File: src/rtl/sa_pkg.sv
// sa_pkg: shared sizing, result latency and state encoding for the systolic array sequencer
package sa_pkg;
  localparam int PE_SIZE = 2;
  localparam int MAX_ROWS = 256;
  localparam int ROW_W = $clog2(MAX_ROWS + 1);
  localparam int RESULT_LAT = 2 * PE_SIZE;
  typedef enum logic [2:0] {IDLE, LOAD_W, STREAM, DRAIN, DONE} state_t;
endpackage

File: src/rtl/sa_ctrl_delay.sv
// sa_ctrl_delay: DEPTH-stage shift register with sync clear; o_taps[k] is i_d delayed k+1 cycles
module sa_ctrl_delay #(
  parameter int DEPTH = 2
) (
  input  logic             clk,
  input  logic             i_clr,
  input  logic             i_d,
  output logic [DEPTH-1:0] o_taps
);
  logic [DEPTH-1:0] r_taps;
  always_ff @(posedge clk)
    r_taps <= i_clr ? '0 : {r_taps[DEPTH-2:0], i_d};
  assign o_taps = r_taps;
endmodule

File: src/rtl/sa_ctrl.sv
// sa_ctrl: tile sequencer for the systolic array -- weight preload, ifmap stream, psum skew, result write-back
module sa_ctrl
  import sa_pkg::*;
(
  input  logic               clk,
  input  logic               rst,
  input  logic               start_i,
  input  logic [ROW_W-1:0]   num_rows_i,
  output logic               busy_o,
  output logic               done_o,
  output logic               wbuf_rd_en_o,
  output logic [ROW_W-1:0]   wbuf_rd_addr_o,
  output logic               ibuf_rd_en_o,
  output logic [ROW_W-1:0]   ibuf_rd_addr_o,
  output logic [PE_SIZE-1:0] weight_en_col_o,
  output logic               ifmap_en_o,
  output logic [PE_SIZE-1:0] psum_en_row_o,
  output logic               obuf_wr_en_o,
  output logic [ROW_W-1:0]   obuf_wr_addr_o
);
  localparam logic [RESULT_LAT-1:0] LAST_ONLY = {1'b1, {(RESULT_LAT-1){1'b0}}};
  state_t r_state, w_next;
  logic [ROW_W-1:0] r_n, r_cnt, r_wr_cnt;
  logic r_wen, r_post_done;
  logic w_accept, w_last, w_drained;
  logic [PE_SIZE-1:0] w_skew;
  logic [RESULT_LAT-1:0] w_wr;
  // The cycle right after DONE never accepts, so a held start spaces operations by one idle cycle
  always_comb begin
    w_accept = r_state == IDLE && !r_post_done && start_i && num_rows_i != '0 && num_rows_i <= ROW_W'(MAX_ROWS);
    w_last = r_cnt == (r_state == LOAD_W ? ROW_W'(PE_SIZE - 1) : r_n - 1'b1);
    w_drained = w_wr == LAST_ONLY && r_wr_cnt == r_n - 1'b1;
    w_next = r_state == IDLE   ? (w_accept  ? LOAD_W : IDLE)   :
             r_state == LOAD_W ? (w_last    ? STREAM : LOAD_W) :
             r_state == STREAM ? (w_last    ? DRAIN  : STREAM) :
             r_state == DRAIN  ? (w_drained ? DONE   : DRAIN)  : IDLE;
  end
  always_ff @(posedge clk) begin
    if (rst) begin
      r_state <= IDLE;
      r_n <= '0;
      r_cnt <= '0;
      r_wr_cnt <= '0;
      r_wen <= 1'b0;
      r_post_done <= 1'b0;
    end else begin
      r_state <= w_next;
      r_wen <= r_state == LOAD_W;
      r_post_done <= r_state == DONE;
      r_cnt <= (w_next == r_state && (r_state == LOAD_W || r_state == STREAM)) ? r_cnt + 1'b1 : '0;
      if (w_accept) r_n <= num_rows_i;
      r_wr_cnt <= w_accept ? '0 : obuf_wr_en_o ? r_wr_cnt + 1'b1 : r_wr_cnt;
    end
  end
  // Fed from the ifmap read strobe, one cycle ahead of ifmap_en, so tap 0 is ifmap_en itself
  sa_ctrl_delay #(.DEPTH(PE_SIZE)) u_skew (
    .clk    (clk),
    .i_clr  (rst),
    .i_d    (ibuf_rd_en_o),
    .o_taps (w_skew)
  );
  sa_ctrl_delay #(.DEPTH(RESULT_LAT)) u_wr (
    .clk    (clk),
    .i_clr  (rst),
    .i_d    (ifmap_en_o),
    .o_taps (w_wr)
  );
  assign busy_o = r_state != IDLE;
  assign done_o = r_state == DONE;
  assign wbuf_rd_en_o = r_state == LOAD_W;
  assign wbuf_rd_addr_o = r_cnt;
  assign ibuf_rd_en_o = r_state == STREAM;
  assign ibuf_rd_addr_o = r_cnt;
  assign weight_en_col_o = {PE_SIZE{r_wen}};
  assign ifmap_en_o = w_skew[0];
  assign psum_en_row_o = w_skew;
  assign obuf_wr_en_o = w_wr[RESULT_LAT-1];
  assign obuf_wr_addr_o = r_wr_cnt;
endmodule

File: config.mk
export PLATFORM = sky130hd
export DESIGN_NAME = sa_ctrl
export DESIGN_NICKNAME = d
export VERILOG_FILES = /design/src/rtl/sa_pkg.sv /design/src/rtl/sa_ctrl_delay.sv /design/src/rtl/sa_ctrl.sv
export SDC_FILE = /design/constraint.sdc
export NUM_CORES = 1
export LEC_CHECK = 0
export CAP_MARGIN = 20
export CORE_MARGIN = 2
export CORE_UTILIZATION = 35
export CTS_CLUSTER_DIAMETER = 50
export CTS_CLUSTER_SIZE = 40
export DETAILED_ROUTE_END_ITERATION = 10
export PLACE_DENSITY = 0.67
export SLEW_MARGIN = 0
export SYNTH_ARGS = -nofsm -noshare
export SYNTH_HDL_FRONTEND = slang
export SYNTH_HIERARCHICAL = 1
export SYNTH_SLANG_ARGS = --single-unit
File: constraint.sdc
create_clock -name clk -period 2.25 [get_ports clk]
set_input_delay 0.225 -clock clk [delete_from_list [all_inputs] [get_ports clk]]
set_output_delay 0.225 -clock clk [all_outputs]
set_load 0.05 [all_outputs]
==> metrics.md, run 1 <==
| Metric | Value |
|---|---|
| Vias in the first global route | `2,080` |
| Number of enable-type register cells in the synthesized netlist | `0` |
| Worst reg-to-reg setup slack | `-0.07 ns` |
| Drt drc | `0` |
| Max frequency | `432 MHz` |
| Port bufs | `48` |
| Synth warn | `6` |
| Worst Clk Skew | `approximately 0.0068 ns` |
| Routed length per instance | `15.2 microns` |
| Number of cells on the worst reg-to-reg path | `9` |
| Classification of the worst setup path | `reg -> reg` |
| Sum of net half-perimeters after detailed placement | `4410 microns` |
| Number of standard cells after synthesis | `263` |
| Deepest clock path buffer count | `2` |
| Initial detailed-routing violation count | `73` |
| End of the worst register-to-register path | `ibuf_rd_addr_o[8]` |
| Hold Vio Cnt, Final | `0` |
| Number of nets with antenna violations after routing | `0` |
| Result of the run | `complete, but fails checks` |
| Combined buffer and inverter count along the critical path | `2` |
| Placer's final routability congestion estimate | `0.879` |
| Maximum fanout along the worst path | `8` |
| Setup repair after global routing missed its margin | `yes` |
| Area enclosed by the die boundary | `~7200 sq um` |
| Arrival time of the worst setup path | `2.51 ns` |
| Sequential cell area fraction in the yosys report | `0.334` |
| Count of clock tree sinks | `38` |
| Crit share post-route | `1.03` |
| Effective utilization at floorplan | `0.361` |
| Crit start category | `register` |
| Ys async rst share | `0` |
| Minimum setup slack in the final design | `-0.0658 ns` |
| Mean cell area of the mapped netlist | `around 8.7 sq um` |
| IO Count | `49` |
| Leakage Power | `1.23 nW` |
| Primary FF master, synth | `sky130_fd_sc_hd__dfxtp_1` |
| Number of filler cells placed in the layout | `roughly 610` |
| CP max stage delay | `0.41 ns` |
| Average vias per placed instance | `between 5 and 6` |
| Pwr Density | `558 nW/um^2` |
| Cell-by-cell listing of the critical path | `inv_4 -> ha_4 -> or3b_4 -> o211a_1 -> o21bai_1 -> nand4_1 -> o31ai_4 -> buf_6 -> nor2_1` |
| Peak supply drop | `0.308 mV` |
| Max_cap viols | `0` |
| Count of cell types in the netlist | `59` |
| Clock Tree Root | `sky130_fd_sc_hd__clkbuf_8` |
| Required @ worst endpoint | `roughly 2.4 ns` |
| Final sum of negative setup slack | `-0.476 ns` |
| Row count | `29` |
| WHS Endpoint | `u_wr/o_taps[3]` |
| Endpoint type of the worst setup path | `register` |
| Failing checks | `negative setup slack` |
| CTS H-tree lvls | `2` |
| Worst-case headroom to the max-slew limit | `0.636` |
| Hold path depth | `1` |
| CTS tree | `done` |
| Synthesized area | `about 2300 sq um` |
| Routed wire length | `about 6200 microns` |
| Drt pass-1 iters | `4` |
| Min-Delay Path Class | `reg -> reg` |
| Final net count | `341` |
| Clock-pin slew on the worst setup and hold paths | `0.08 ns` |
| Fin crit period | `around 2.3 ns` |
| Vias | `between 2,000 and 2,500` |
| Area inside the core boundary | `between 6000 and 7000 sq um` |
| Synth-to-Final Area Change | `44.3%` |
| Setup Viol. Count Final | `9` |
| Proportion of layout cells with a drive suffix above 1 | `0.251` |
| Pin count of the biggest net entering global routing | `20` |
| TritonCTS Buffers | `5` |
| Slowest stage cell, crit path | `sky130_fd_sc_hd__or3b_4` |
| Number of cells on the critical path | `9` |
| Floorplan die width | `84.7 microns` |
| Number of max-slew violations in the final report | `0` |
| ANT cells | `0` |
| Number of antenna violations at the first check in global routing | `0` |
| Clk Latency, worst-skew pair | `around 0.30 ns` |
| Gr usage total | `0.175` |
| Count of state elements after synthesis | `38` |
| Die height | `~85 microns` |
| Kind of cell adding the most delay to the critical path | `compound AO/OA/AOI/OAI gates` |
| Startpoint of the worst register-to-register path | `r_n[0]` |
| Placed cell area | `2990 sq um` |
| Worst-margin pin slew | `roughly 0.54 ns` |
| Wire length of the first global-routing pass | `10,000 microns` |
| Mapped Nets | `278` |
| Total global routing overflow | `0` |
| Final Cell Area | `about 3300 sq um` |
| Start point of the worst min-delay path | `u_wr/o_taps[2]` |
## timing repair
action                     in CTS  in global routing
pin swaps                       3                  8
buffers inserted                2                  1
hold endpoints to repair        0                  0
resized for setup               9                 23
setup endpoints to repair      12                 12
hold buffers                    0                  0
## state kept, by name (all words and copies together) (netlist names)
signal and cells:
u_skew/o_taps 2, r_n 9, obuf_wr_addr_o 9, r_post_done 1
r_state 3, ibuf_rd_addr_o 9, u_wr/o_taps 4, r_wen 1
## through the flow
step	std cells	worst slack [ns]	utilization	total power, mW	hold slack, ns
global route	404	-0.152	0.521	1.90	0.483
floorplan	263	-0.0345	-	0.947	0.297
CTS	403	-0.0721	0.503	1.80	0.467
detailed placement	393	-0.187	0.474	1.09	0.452
finish	404	-0.0658	0.521	1.83	0.477
global placement	393	-0.113	0.474	1.08	0.450
## cell families after synthesis
| group | Yosys count | share of synthesized area |
|---|---|---|
| AOI/OAI and AO/OA | 36 | 0.135 |
| xor gates and xnor gates | 31 | 0.125 |
| adders and majority gates | 3 | 0.0165 |
| buffers and inverters | 38 | 0.0873 |
| DFF | 38 | 0.334 |
| muxes | 10 | 0.0439 |
| and+or+nand+nor | 107 | 0.259 |
## report_power, final
part	internal (mW)	switching [mW]
sequential	0.683	0.0154
clock	0.444	0.262
combinational	0.208	0.222
total	1.34	0.500
## cells in the mapped netlist (all sizes together) (3+ instances only)
| master | count | area [sq um] |
|---|---|---|
| nor3 | 7 | 35.0 |
| nand3 | 5 | 25.0 |
| nor2 | 40 | 150 |
| and4 | 3 | 26.3 |
| xnor2 | 18 | 158 |
| xor2 | 12 | 105 |
| buf | 16 | 116 |
| nand4 | 6 | 37.5 |
| nor2b | 9 | 56.3 |
| or3b | 4 | 35.0 |
| and2 | 3 | 18.8 |
| clkbuf | 13 | 48.8 |
| nor4b | 3 | 26.3 |
| o2111ai | 3 | 26.3 |
| o21ai | 3 | 15.0 |
| dfxtp | 38 | 761 |
| nor3b | 3 | 22.5 |
| ha | 3 | 37.5 |
| mux2i | 10 | 100 |
| inv | 9 | 33.8 |
| a21oi | 3 | 15.0 |
| o31ai | 4 | 43.8 |
| nand2 | 7 | 26.3 |
| nor4 | 7 | 50.1 |
## how the worst max path moves through the flow
| stage | end | slack, ns | start |
|---|---|---|---|
| after detailed placement | ibuf_rd_addr_o[5] | -0.19 | r_n[0] |
| after global routing | ibuf_rd_addr_o[4] | -0.15 | r_n[0] |
| after global placement | ibuf_rd_addr_o[6] | -0.11 | r_n[0] |
| final | ibuf_rd_addr_o[8] | -0.07 | r_n[0] |
| after CTS | ibuf_rd_addr_o[0] | -0.07 | r_n[3] |
| after floorplan | ibuf_rd_addr_o[1] | -0.03 | r_n[0] |
## final cells by class
class	count	area [sq um]	area share
Tap cell	77	96.3	0.0293
Timing Repair Buffer	85	785	0.239
Clock buffer	5	68.8	0.0209
Multi-Input combinational cell	187	1450	0.442
Sequential cell	38	768	0.234
Inverter	9	48.8	0.0148
Clock inverter	3	68.8	0.0209
## metal layers
layer | share of wire | global-route usage
met1 | 0.45 | 0.230
met2 | 0.48 | 0.269
met5 | 0 | 0
met4 | 0.026 | 0.0837
met3 | 0.043 | 0.0403
## cells in the final DEF (no fill, tap or decap), types with 5 or more instances in the layout
master,synthesis,layout
sky130_fd_sc_hd__nor3_1,7,5
sky130_fd_sc_hd__xnor2_1,18,17
sky130_fd_sc_hd__nor2b_1,9,9
sky130_fd_sc_hd__nand4_1,6,6
sky130_fd_sc_hd__clkdlybuf4s50_1,0,47
sky130_fd_sc_hd__buf_4,12,35
sky130_fd_sc_hd__nand3_1,5,5
sky130_fd_sc_hd__mux2i_1,10,10
sky130_fd_sc_hd__nand2_1,7,7
sky130_fd_sc_hd__nor2_1,40,40
sky130_fd_sc_hd__inv_1,8,7
sky130_fd_sc_hd__xor2_1,12,12
sky130_fd_sc_hd__clkbuf_8,0,5
sky130_fd_sc_hd__dfxtp_1,38,34
Power figures use the tool's default switching activity.
==> inputs of run 2 (changes only) <==
Settings changed: CORE_ASPECT_RATIO from default to 1.5.
==> run 2 against run 1 <==
Sequential cell count stayed put. Sequential share of layout area is 0.73 points higher. Critical endpoint is now ibuf_rd_addr_o[3]. The run still ends with negative setup slack left. Core utilization is 2.1 points lower. Maximum frequency is 1.2% higher. Highest routed layer unchanged. Critical path type unchanged.
==> metrics.md, run 2 (same netlist as run 1, synthesis figures left out) <==
| Metric | Value |
|---|---|
| CTS H-tree lvls | `2 (unchanged)` |
| Vias in the first global route | `2,044 (-1.7%)` |
| Fin crit period | `2.29 ns (-0.0267 ns)` |
| Leakage Power | `1.21 nW (-1.9%)` |
| Synth-to-Final Area Change | `40.2%` |
| Placer's final routability congestion estimate | `0.894 (+1.7%)` |
| Highest-count cells in the layout ignoring fill and taps | `sky130_fd_sc_hd__clkdlybuf4s50_1, sky130_fd_sc_hd__nor2_1, sky130_fd_sc_hd__dfxtp_1, sky130_fd_sc_hd__buf_4, sky130_fd_sc_hd__xnor2_1` |
| Proportion of power drawn by flip-flops and latches | `0.431 (+0.050)` |
| Vias | `2,089 (-1.6%)` |
| Worst Clk Skew | `0.00453 ns (-0.00222 ns)` |
| Routed length per instance | `15.1 microns (-0.63%)` |
| Area inside the core boundary | `6400 sq um (+1.3%)` |
| Failing checks | `negative setup slack` |
| Most frequent standard cell in the layout excluding fill and tap cells | `sky130_fd_sc_hd__clkdlybuf4s50_1` |
| Number of nets with antenna violations after routing | `0 (unchanged)` |
| Gr usage total | `0.171 (-0.00322)` |
| Internal power component | `1.13 mW (-16%)` |
| Endpoint type of the worst setup path | `register` |
| Required @ worst endpoint | `2.44 ns (about the same)` |
| Count of clock tree sinks | `38 (unchanged)` |
| Worst-case headroom to the max-slew limit | `0.657 (+0.0216)` |
| Net Sw Frac | `0.299 (+0.0265)` |
| Placed cell area | `2970 sq um (-0.71%)` |
| Max_cap viols | `0 (unchanged)` |
| Routed wire length | `6110 microns (-0.88%)` |
| Sum of net half-perimeters after detailed placement | `4530 microns (+2.7%)` |
| Final sum of negative setup slack | `-0.276 ns (+0.200 ns)` |
| IO Count | `49 (unchanged)` |
| Final net count | `341 (unchanged)` |
| Startpoint of the worst register-to-register path | `r_n[1]` |
| Drt drc | `0 (unchanged)` |
| Min-Delay Path Class | `reg -> reg` |
| Sw Pwr | `0.480 mW (-3.9%)` |
| Number of max-slew violations in the final report | `0 (unchanged)` |
| Row count | `36 (+24%)` |
| Effective utilization at floorplan | `0.356 (-0.00466)` |
| Classification of the worst setup path | `reg -> reg` |
| Port bufs | `48 (unchanged)` |
| Clk Latency, worst-skew pair | `0.29 ns (about the same)` |
| Critical path launch point | `r_n[1]` |
| Crit start category | `register` |
| Result of the run | `complete, but fails checks` |
| Setup repair after global routing missed its margin | `yes` |
| Cts hold-fix bufs | `0 (unchanged)` |
| Deepest clock path buffer count | `2 (unchanged)` |
| Crit share post-route | `1.02 (-0.0119)` |
| Max frequency | `437 MHz (+1.2%)` |
| Maximum fanout along the worst path | `4 (-4)` |
| WHS Endpoint | `u_wr/o_taps[2]` |
| Number of antenna violations at the first check in global routing | `0 (unchanged)` |
| Hold Vio Cnt, Final | `0 (unchanged)` |
| Pin count of the biggest net entering global routing | `15 (-25%)` |
| Part of the power in the clock network | `0.315 (-0.070)` |
| Die height | `103 microns (+21%)` |
| Final standard cell utilization of the core | `0.499 (-0.0214)` |
| Worst-margin pin slew | `0.512 ns (-0.0298 ns)` |
| Area enclosed by the die boundary | `7180 sq um (+0.18%)` |
| Number of cells on the worst reg-to-reg path | `7 (-2)` |
| Comb power frac | `0.254 (+0.020)` |
| Clock Tree Root | `sky130_fd_sc_hd__clkbuf_8` |
| Setup Viol. Count Final | `9 (unchanged)` |
| Peak supply drop | `0.318 mV (+3.2%)` |
| TritonCTS Buffers | `5 (unchanged)` |
| Initial detailed-routing violation count | `48 (-34%)` |
| Pwr Density | `503 nW/um^2 (-9.8%)` |
| Clock-pin slew on the worst setup and hold paths | `0.08 ns (about the same)` |
| Minimum setup slack in the final design | `-0.0391 ns (+0.0267 ns)` |
| Hold path depth | `1 (unchanged)` |
| End of the worst register-to-register path | `ibuf_rd_addr_o[3]` |
| Floorplan die width | `69.9 microns (-17%)` |
| Drt pass-1 iters | `4 (unchanged)` |
| Start point of the worst min-delay path | `u_wr/o_taps[1]` |
| Total global routing overflow | `0 (unchanged)` |
| CTS tree | `done` |
| ANT cells | `0 (unchanged)` |
| Worst reg-to-reg setup slack | `-0.04 ns (+0.03 ns)` |
| Final Cell Area | `3190 sq um (-2.9%)` |
| Arrival time of the worst setup path | `2.48 ns (-0.03 ns)` |
| Wire length of the first global-routing pass | `9740 microns (-2.7%)` |
| Average vias per placed instance | `5.18 (-1.3%)` |
| Proportion of layout cells with a drive suffix above 1 | `0.245 (-0.00612)` |
run 2: final cells by class:
cell class	instances	area (sq um)
clock inverter	2	12.5
timing repair buffer	85	782
tap	76	95.1
inverter	9	46.3
fill	611	3200
multi-input combinational	187	1410
clock buffer	6	82.6
sequential	38	769
run 2: worst max-delay path, cell delays in order, from the launching register on:
cell and delay, ns:
sky130_fd_sc_hd__dfxtp_4 0.36, sky130_fd_sc_hd__or4_4 0.53, sky130_fd_sc_hd__o21a_1 0.20, sky130_fd_sc_hd__o41a_1 0.34, sky130_fd_sc_hd__o311a_4 0.34, sky130_fd_sc_hd__o31ai_4 0.22, sky130_fd_sc_hd__buf_6 0.16, sky130_fd_sc_hd__nor2_1 0.04
run 2: what timing repair did:
| action | 4_1_cts | 5_1_grt |
|---|---|---|
| pin swaps | 4 | 9 |
| gates resized for setup | 9 | 20 |
| setup endpoints to repair | 11 | 12 |
| setup buffers | 2 | 2 |
run 2: power by group through the flow:
| stage | registers [mW] | clock network (mW) | logic, mW |
|---|---|---|---|
| 3_3_place_gp | 0.710 | 0 | 0.364 |
| 6_report | 0.693 | 0.506 | 0.408 |
| 3_5_place_dp | 0.710 | 0 | 0.368 |
| 4_1_cts | 0.695 | 0.517 | 0.383 |
| 2_1_floorplan | 0.710 | 0 | 0.237 |
| 5_1_grt | 0.695 | 0.547 | 0.440 |
run 2: worst max path at each step:
stage                                   end  depth (start not counted)
after CTS                 ibuf_rd_addr_o[2]                          7
after global placement    ibuf_rd_addr_o[1]                          8
after global routing      ibuf_rd_addr_o[7]                          9
after detailed placement  ibuf_rd_addr_o[1]                          6
final                     ibuf_rd_addr_o[3]                          7
after floorplan           ibuf_rd_addr_o[1]                          7
run 2: layer usage:
metal	track usage	wire length, microns
met1	0.183	2430
met2	0.312	3130
met3	0.0264	217
met4	0.114	322
met5	0	0
run 2: metrics by stage:
| stage | hold slack, ns | setup WS, ns | cells | power, mW |
|---|---|---|---|---|
| floorplan | 0.297 | -0.0345 | 263 | 0.947 |
| CTS | 0.477 | -0.0816 | 401 | 1.60 |
| detailed placement | 0.459 | -0.134 | 391 | 1.08 |
| global route | 0.485 | -0.113 | 403 | 1.68 |
| finish | 0.470 | -0.0391 | 403 | 1.61 |
| global placement | 0.452 | -0.111 | 391 | 1.07 |
==> inputs of run 3 (changes only) <==
Settings changed: TNS_END_PERCENT from default to 20.
==> run 3 against run 2 <==
Final area about the same. Critical path type unchanged. The run still ends with negative setup slack left. Worst setup slack better by 0.0059 ns. Sequential cell count unchanged. Largest cell class unchanged. Largest power group unchanged.
==> metrics.md, run 3 (same netlist as run 1, synthesis figures left out) <==
| Metric | Value |
|---|---|
| Result of the run | `complete, but fails checks` |
| Failing checks | `negative setup slack` |
| Post-route total power | `1.62 mW (+0.55%)` |
| Most frequent standard cell in the layout excluding fill and tap cells | `sky130_fd_sc_hd__clkdlybuf4s50_1` |
| GRT met1 Usage | `0.171 (-0.0120)` |
| Final net count | `343 (+0.59%)` |
| Layout Cells excl Fill | `405 (+0.50%)` |
| Final Cell Area | `3200 sq um (about the same)` |
| Min-Delay Path Class | `reg -> reg` |
| Required @ worst endpoint | `2.44 ns (about the same)` |
| Sw Pwr | `0.477 mW (-0.65%)` |
| Final standard cell utilization of the core | `0.500 (about the same)` |
| Initial detailed-routing violation count | `59 (+23%)` |
| Vias in the first global route | `2,036 (-0.39%)` |
| Sum of net half-perimeters after detailed placement | `4670 microns (+3.0%)` |
| Final sum of negative setup slack | `-0.251 ns (+0.0244 ns)` |
| Endpoint type of the worst setup path | `register` |
| Worst-margin pin slew | `0.500 ns (-0.0119 ns)` |
| Crit share post-route | `1.01 (-0.00264)` |
| Cell-by-cell listing of the critical path | `or4_4 -> o21a_1 -> o41a_1 -> o311a_4 -> o31ai_4 -> buf_6 -> nor2_1` |
| Worst Clk Skew | `0.00268 ns (-0.00185 ns)` |
| Arrival time of the worst setup path | `2.47 ns (about the same)` |
| Crit start category | `register` |
| Fin crit period | `2.28 ns (-0.00593 ns)` |
| Pin count of the biggest net entering global routing | `20 (+5)` |
| Part of the power in the clock network | `0.313 (-0.002)` |
| Net Sw Frac | `0.295 (-0.00356)` |
| Cts hold-fix bufs | `0 (unchanged)` |
| CTS tree | `done` |
| Average vias per placed instance | `5.11 (-1.4%)` |
| Drt drc | `0 (unchanged)` |
| Hold path depth | `1 (unchanged)` |
| Pre-CTS setup slack | `-0.140 ns (-0.00591 ns)` |
| Proportion of layout cells with a drive suffix above 1 | `0.231 (-0.0136)` |
| Met3 Resource Use GR | `0.0274 (+0.000978)` |
| Setup Viol. Count Final | `10 (+1)` |
| Gr busiest metal | `met2` |
| Placed cell area | `3020 sq um (+1.4%)` |
| Clk Latency, worst-skew pair | `0.29 ns (about the same)` |
| Number of antenna violations at the first check in global routing | `0 (unchanged)` |
| Deepest clock path buffer count | `2 (unchanged)` |
| Proportion of power drawn by flip-flops and latches | `0.431 (about the same)` |
| Area enclosed by the die boundary | `7180 sq um (unchanged)` |
| Max_cap viols | `0 (unchanged)` |
| Clock Tree Root | `sky130_fd_sc_hd__clkbuf_8` |
| Drt pass-1 iters | `4 (unchanged)` |
| Gr usage total | `0.169 (-0.00267)` |
| Number of filler cells placed in the layout | `620 (+1.5%)` |
| Total global routing overflow | `0 (unchanged)` |
| CTS H-tree lvls | `2 (unchanged)` |
| Worst-case headroom to the max-slew limit | `0.665 (+0.00797)` |
| Placer's final routability congestion estimate | `0.889 (-0.55%)` |
| Routed length per instance | `14.7 microns (-2.9%)` |
| TritonCTS Buffers | `5 (unchanged)` |
| Die height | `103 microns (unchanged)` |
| Count of clock tree sinks | `38 (unchanged)` |
| Vias | `2,069 (-0.96%)` |
| Max frequency | `438 MHz (+0.26%)` |
| Synth-to-Final Area Change | `40.3% (about the same)` |
| Row count | `36 (unchanged)` |
| Floorplan die width | `69.9 microns (unchanged)` |
| Minimum setup slack in the final design | `-0.0331 ns (+0.00593 ns)` |
| Maximum fanout along the worst path | `8 (+4)` |
| Peak supply drop | `0.289 mV (-9.0%)` |
| Number of max-slew violations in the final report | `0 (unchanged)` |
| Number of cells on the worst reg-to-reg path | `7 (unchanged)` |
| Leakage Power | `1.19 nW (-0.93%)` |
| Comb power frac | `0.256 (+0.002)` |
| Classification of the worst setup path | `reg -> reg` |
| Wire length of the first global-routing pass | `9550 microns (-2.0%)` |
| Slowest stage cell, crit path | `sky130_fd_sc_hd__or4_4` |
| CP max stage delay | `0.55 ns (+0.02 ns)` |
| Port bufs | `48 (unchanged)` |
| Area inside the core boundary | `6400 sq um (unchanged)` |
| Hold Vio Cnt, Final | `0 (unchanged)` |
| Pwr Density | `506 nW/um^2 (+0.51%)` |
| Clock-pin slew on the worst setup and hold paths | `0.08 ns (about the same)` |
| Setup repair after global routing missed its margin | `yes` |
| Number of nets with antenna violations after routing | `0 (unchanged)` |
| ANT cells | `0 (unchanged)` |
| Routed wire length | `5960 microns (-2.4%)` |
| Effective utilization at floorplan | `0.356 (unchanged)` |
| Highest-count cells in the layout ignoring fill and taps | `sky130_fd_sc_hd__clkdlybuf4s50_1, sky130_fd_sc_hd__nor2_1, sky130_fd_sc_hd__buf_4, sky130_fd_sc_hd__dfxtp_1, sky130_fd_sc_hd__xnor2_1` |
| Placed cells | `395 (+1.0%)` |
| Internal power component | `1.14 mW (+1.1%)` |
| IO Count | `49 (unchanged)` |
| Final Hold Slack | `0.469 ns (-0.00122 ns)` |
| GRT met2 Usage | `0.338 (+0.0264)` |
run 3: cell type report:
type | instances | area (sq um) | area share
clock buffer | 6 | 82.6 | 0.0258
clock inverter | 2 | 12.5 | 0.00392
inverter | 9 | 46.3 | 0.0145
multi-input combinational | 187 | 1390 | 0.435
sequential | 38 | 767 | 0.240
tap | 76 | 95.1 | 0.0298
timing repair buffer | 87 | 803 | 0.251
run 3: metal layers:
layer	share of wire	vias up
li1	-	1038
met5	0	-
met4	0.024	0
met3	0.037	10
met1	0.38	976
met2	0.55	45
run 3: what timing repair did:
item | 4_1_cts | 5_1_grt
endpoints found under the setup margin | 12 | 12
pin swaps | 2 | 2
buffers inserted | 1 | 1
gates resized for setup | 6 | 15
run 3: worst paths after layout:
path / startpoint / end / slack (ns)
max: r_n[2] / ibuf_rd_addr_o[6] / -0.03
min: u_wr/o_taps[2] / u_wr/o_taps[3] / 0.47
max reg2reg: r_n[2] / ibuf_rd_addr_o[6] / -0.03
min reg2reg: u_wr/o_taps[2] / u_wr/o_taps[3] / 0.47
run 3: worst max-delay path, delay by kind of cell (launching register included):
kind	cells	cell delay (ns)
compound gates	4	1.09
simple gates	2	0.59
flops	1	0.34
buf+inv	1	0.16
run 3: power by group through the flow:
stage / combinational, mW / clock, mW / sequential, mW
detailed placement: 0.381 / 0 / 0.712
global route: 0.448 / 0.544 / 0.698
CTS: 0.391 / 0.520 / 0.696
global placement: 0.378 / 0 / 0.711
finish: 0.414 / 0.506 / 0.696
floorplan: 0.237 / 0 / 0.710
